===== src/rtl/uart_pkg.sv =====
// Shared UART definitions: byte width, default buffer depth and the
// transmit handshake state encoding.
package uart_pkg;

  localparam int UART_DATA_W    = 8;
  localparam int BUF_DEPTH_LOG2 = 4;

  typedef enum logic [1:0] {
    ST_WAIT = 2'd0,
    ST_SEND = 2'd1,
    ST_GAP  = 2'd2
  } tx_state_t;

endpackage


===== src/rtl/uart_tx_buffer_fifo_sync.sv =====
// Synchronous byte FIFO: storage, wrapping pointers, occupancy count and
// full/empty flags decoded from the count register.
module fifo_sync
  import uart_pkg::*;
#(
  parameter int DEPTH_LOG2 = BUF_DEPTH_LOG2
) (
  input  logic                   CLK,
  input  logic                   RST,
  input  logic                   push,
  input  logic                   pop,
  input  logic                   flush,
  input  logic [UART_DATA_W-1:0] wr_data,
  output logic [UART_DATA_W-1:0] rd_data,
  output logic [DEPTH_LOG2:0]    count,
  output logic                   full,
  output logic                   empty
);

  localparam logic [DEPTH_LOG2:0] DEPTH = {1'b1, {DEPTH_LOG2{1'b0}}};

  logic [UART_DATA_W-1:0] mem [2**DEPTH_LOG2];
  logic [DEPTH_LOG2-1:0]  wr_ptr;
  logic [DEPTH_LOG2-1:0]  rd_ptr;
  logic                   do_push;
  logic                   do_pop;

  // Full is judged before this cycle's pop, so a full FIFO never accepts a write.
  assign do_push = push && !full && !flush;
  assign do_pop  = pop && !empty && !flush;

  always_ff @(posedge CLK) begin
    if (do_push) mem[wr_ptr] <= wr_data;
  end

  always_ff @(posedge CLK) begin
    if (RST || flush) begin
      wr_ptr <= '0;
      rd_ptr <= '0;
      count  <= '0;
    end else begin
      if (do_push) wr_ptr <= wr_ptr + 1'b1;
      if (do_pop)  rd_ptr <= rd_ptr + 1'b1;
      case ({do_push, do_pop})
        2'b10:   count <= count + 1'b1;
        2'b01:   count <= count - 1'b1;
        default: ;
      endcase
    end
  end

  assign full    = (count == DEPTH);
  assign empty   = (count == '0);
  assign rd_data = mem[rd_ptr];

endmodule


===== src/rtl/uart_tx_buffer.sv =====
// Byte buffer in front of the UART transmitter: FIFO plus WAIT/SEND/GAP
// handshake that offers one byte per transmitter idle period, and a sticky overflow flag.
module uart_tx_buffer
  import uart_pkg::*;
#(
  parameter int DEPTH_LOG2 = BUF_DEPTH_LOG2
) (
  input  logic                   CLK,
  input  logic                   RST,
  input  logic                   WR_EN,
  input  logic [UART_DATA_W-1:0] WR_DATA,
  input  logic                   FLUSH,
  output logic                   FULL,
  output logic                   EMPTY,
  output logic [DEPTH_LOG2:0]    COUNT,
  output logic                   OVERFLOW,
  input  logic                   OVF_CLR,
  output logic [UART_DATA_W-1:0] TX_DATA,
  output logic                   TX_READY,
  input  logic                   TX_IDLE
);

  tx_state_t              state;
  tx_state_t              state_next;
  logic                   pop;
  logic [UART_DATA_W-1:0] head;

  fifo_sync #(.DEPTH_LOG2(DEPTH_LOG2)) u_fifo (
    .CLK     (CLK),
    .RST     (RST),
    .push    (WR_EN),
    .pop     (pop),
    .flush   (FLUSH),
    .wr_data (WR_DATA),
    .rd_data (head),
    .count   (COUNT),
    .full    (FULL),
    .empty   (EMPTY)
  );

  always_ff @(posedge CLK) begin
    if (RST) state <= ST_WAIT;
    else     state <= state_next;
  end

  // GAP gives the transmitter one cycle to drop TX_IDLE before it is looked at again.
  always_comb begin
    state_next = state;
    pop        = 1'b0;
    case (state)
      ST_WAIT: begin
        if (!FLUSH && !EMPTY && TX_IDLE) begin
          pop        = 1'b1;
          state_next = ST_SEND;
        end
      end
      ST_SEND: state_next = ST_GAP;
      ST_GAP:  state_next = ST_WAIT;
      default: state_next = ST_WAIT;
    endcase
  end

  assign TX_READY = (state == ST_SEND);

  always_ff @(posedge CLK) begin
    if (RST)      TX_DATA <= '0;
    else if (pop) TX_DATA <= head;
  end

  // A new overflow outranks a clear arriving in the same cycle.
  always_ff @(posedge CLK) begin
    if (RST)               OVERFLOW <= 1'b0;
    else if (WR_EN && FULL) OVERFLOW <= 1'b1;
    else if (OVF_CLR)      OVERFLOW <= 1'b0;
  end

endmodule

===== config.mk =====
export PLATFORM = sky130hd
export DESIGN_NAME = uart_tx_buffer
export DESIGN_NICKNAME = d
export VERILOG_FILES = /design/src/rtl/uart_pkg.sv /design/src/rtl/uart_tx_buffer_fifo_sync.sv /design/src/rtl/uart_tx_buffer.sv
export SDC_FILE = /design/constraint.sdc
export NUM_CORES = 1
export LEC_CHECK = 0
export ABC_AREA = 1
export CAP_MARGIN = 20
export CORE_MARGIN = 3
export CORE_UTILIZATION = 35
export DETAILED_ROUTE_END_ITERATION = 16
export GPL_TIMING_DRIVEN = 0
export PLACE_DENSITY = 0.48
export SLEW_MARGIN = 10
export SYNTH_ARGS = -nofsm -noshare
export SYNTH_HDL_FRONTEND = slang
export SYNTH_SLANG_ARGS = --single-unit

===== constraint.sdc =====
create_clock -name CLK -period 5.8 [get_ports CLK]
set_input_delay 0.58 -clock CLK [delete_from_list [all_inputs] [get_ports CLK]]
set_output_delay 0.58 -clock CLK [all_outputs]
set_load 0.005 [all_outputs]

==> flow_metrics.tcl <==
set metrics [dict create \
    grt_max_degree 17 \
    numCtsBuffers 17 \
    synth_top_cell_area_share_pct 57.73 \
    grt-ovfl-total 0 \
    clk_latency_ns 0.42 \
    ir_drop_mv 0.1944 \
    synthDistinctLibCells 25 \
    num_vias 4732 \
    post-route-period-util_pct 49.71 \
    syn-cell-area_sq_um 6658 \
    synth_xor_area_share_pct 0.6578 \
    setup_viol 0 \
    tightest_slew_ns 0.8819 \
    mostFrequentLayoutCells "nand2_1 (227), edfxtp_1 (128), inv_1 (95), nand3_1 (95), nor2_1 (39)" \
    drt.antenna.violating_nets 0 \
    cts_sinks 152 \
    initial_core_util_pct 36.32 \
    yosysWarnings 0 \
    final_util_pct 42.93 \
    detailed_place_hpwl_um 12550 \
    gp_congestion 0.9089 \
    grt_usage_pct 18.46 \
    critPathKind "primary input to register" \
    wl_per_cell_um 18.85 \
    layout-drive-gt1-share_pct 7.796 \
    final_nets 755 \
    area_delta_synth_final_pct 18.19 \
    grt_pass1_wl_um 27580 \
    cp.arrival_ns 3.23 \
    drtIter0Drc 404 \
    yosys.area_share.simple_pct 22.59 \
    grt_setup_unrepaired "no" \
    hold_violations 0 \
    period_needed_ns 2.883 \
    required_ns 6.15 \
    io_buffers 30 \
    root_buffer "clkbuf_16" \
    fmax_mhz 346.9 \
    busiest_layer "met2" \
    ys_seq_area_share_pct 64.95 \
    grt_util_met3_pct 2.829 \
    dieArea_sq_um 20710 \
    diodes 0 \
    hold_class "register to register" \
    timing.hold.ws_ns 0.4544 \
    fp.dieH_um 143.9 \
    yosys-top-cells-area "edfxtp_1 (58%), nand2_1 (13%), dfxtp_1 (7.2%)" \
    fp.dieW_um 143.9 \
    first_global_vias 4416 \
    pwr_density_cell_nw_per_um2 316.5 \
    cts.repair.resized 0 \
    synthCells 682 \
    synth_compound_area_share_pct 1.861 \
    drc_errors 0 \
    finalClockSkew_ns 0.005715 \
    p_leak_uw 0.003251 \
    cts_tree "built" \
    max-cap-violations 0 \
    final_common_cell "nand2_1" \
    cp_max_fo 10 \
    postCtsSetupBuffers 0 \
    grt_util_met2_pct 28.52 \
    synth_top_family_by_area "simple AND/OR/NAND/NOR gates" \
    stdcell_count 973 \
    fp.coreArea_sq_um 18330 \
    hold_buffers 0 \
    synth_fa_ha_area_share_pct 1.992 \
    endpoint_kind "register" \
    cp-start-kind "primary input" \
    place_inst 941 \
    slew_violations 0 \
    synth_mux_area_share_pct 0 \
    grt_util_met1_pct 27.15 \
    slew_headroom_pct 41.02 \
    ys_seq_elements 152 \
    total_power_uw 2491 \
    synth_area_leader_cell "edfxtp_1" \
    status "complete, no violations" \
    postSynthNetCount 706 \
    firstDrtPassIters 5 \
    h-tree-depth 4 \
    drt-vias-per-instance 4.863 \
    tns_ns 0 \
    clockBufferDepth 2 \
    routed_wl_um 18340 \
    clk_pin_slew_ns 0.06 \
    placementRows 49 \
    synth.avg_cell_area_sq_um 9.762 \
    num_io_pins 31 \
    antenna_found_initial 0 \
]
-- path summary, 6_finish.rpt --
check	from	end	slack [ns]	cells past startpoint
setup / recovery	FLUSH	u_fifo.count[4]	2.92	17
hold / removal	state[1]	state[1]	0.45	1
setup reg to reg	u_fifo.count[1]	u_fifo.count[4]	3.19	15
hold reg to reg	state[1]	state[1]	0.45	1
-- critical path: stages --
cell	delay, ns
clkdlybuf4s50_1	0.47
inv_1	0.09
nand3_1	0.07
nor2_1	0.12
nand2_2	0.12
inv_1	0.08
buf_2	0.25
ha_1	0.32
inv_1	0.08
fa_1	0.41
inv_1	0.07
nand2_1	0.08
a21boi_0	0.17
o21bai_1	0.08
nand2_1	0.07
nand2_1	0.05
a21oi_1	0.12
-- final cells by class --
class / instances / area (sq um)
flip-flops and latches: 152 / 4324
multi-input cells: 404 / 1804
repair buffers: 30 / 300.3
clock inverters: 14 / 195.2
well taps: 229 / 286.5
inverters: 98 / 367.9
fillers: 1769 / 10460
clock buffers: 18 / 429.2
plain buffers: 28 / 161.4
-- per-layer routing --
metal	share of wire [%]	vias to the layer above
li1	-	2294
met1	49	2289
met2	46	134
met3	4.5	15
met4	1.3	0
met5	0	-
-- flip-flops by register name, summed over array words and instances, names as in the netlist --
| signal | flops |
|---|---|
| u_fifo.mem | 128 |
| TX_DATA | 8 |
| u_fifo.count | 5 |
| u_fifo.rd_ptr | 4 |
| u_fifo.wr_ptr | 4 |
| state | 2 |
| OVERFLOW | 1 |
-- synth_stat cells (all sizes together) --
cell	number
a21boi	1
a21oi	14
buf	24
clkbuf	4
clkinv	2
dfxtp	24
edfxtp	128
fa	1
ha	9
inv	96
nand2	228
nand3	95
nand4	2
nor2	40
nor3	1
o21ai	7
o21bai	1
xnor2	1
xor2	4
-- metrics by stage --
stage	setup WS (ns)	area, sq um
after floorplan	3.415	6658
after detailed placement	2.502	7244
final	2.917	7869
after global routing	2.599	7869
after CTS	2.932	7869
after global placement	2.570	7244
-- kinds of logic (layout without fill, tap and decap cells) --
family,after synthesis,count (layout)
buffers and inverters,126,188
adders and majority gates,10,10
DFF,152,152
and+or+nand+nor,366,366
AOI/OAI and AO/OA,23,23
xor gates and xnor gates,5,5
-- report_power, final --
group	internal (uW)	switching, uW	total (uW)
logic	40.5	77.9	118
clock network	724	451	1170
registers	1190	5.07	1200
total	1960	533	2490
(Power assumes the default switching activity.)
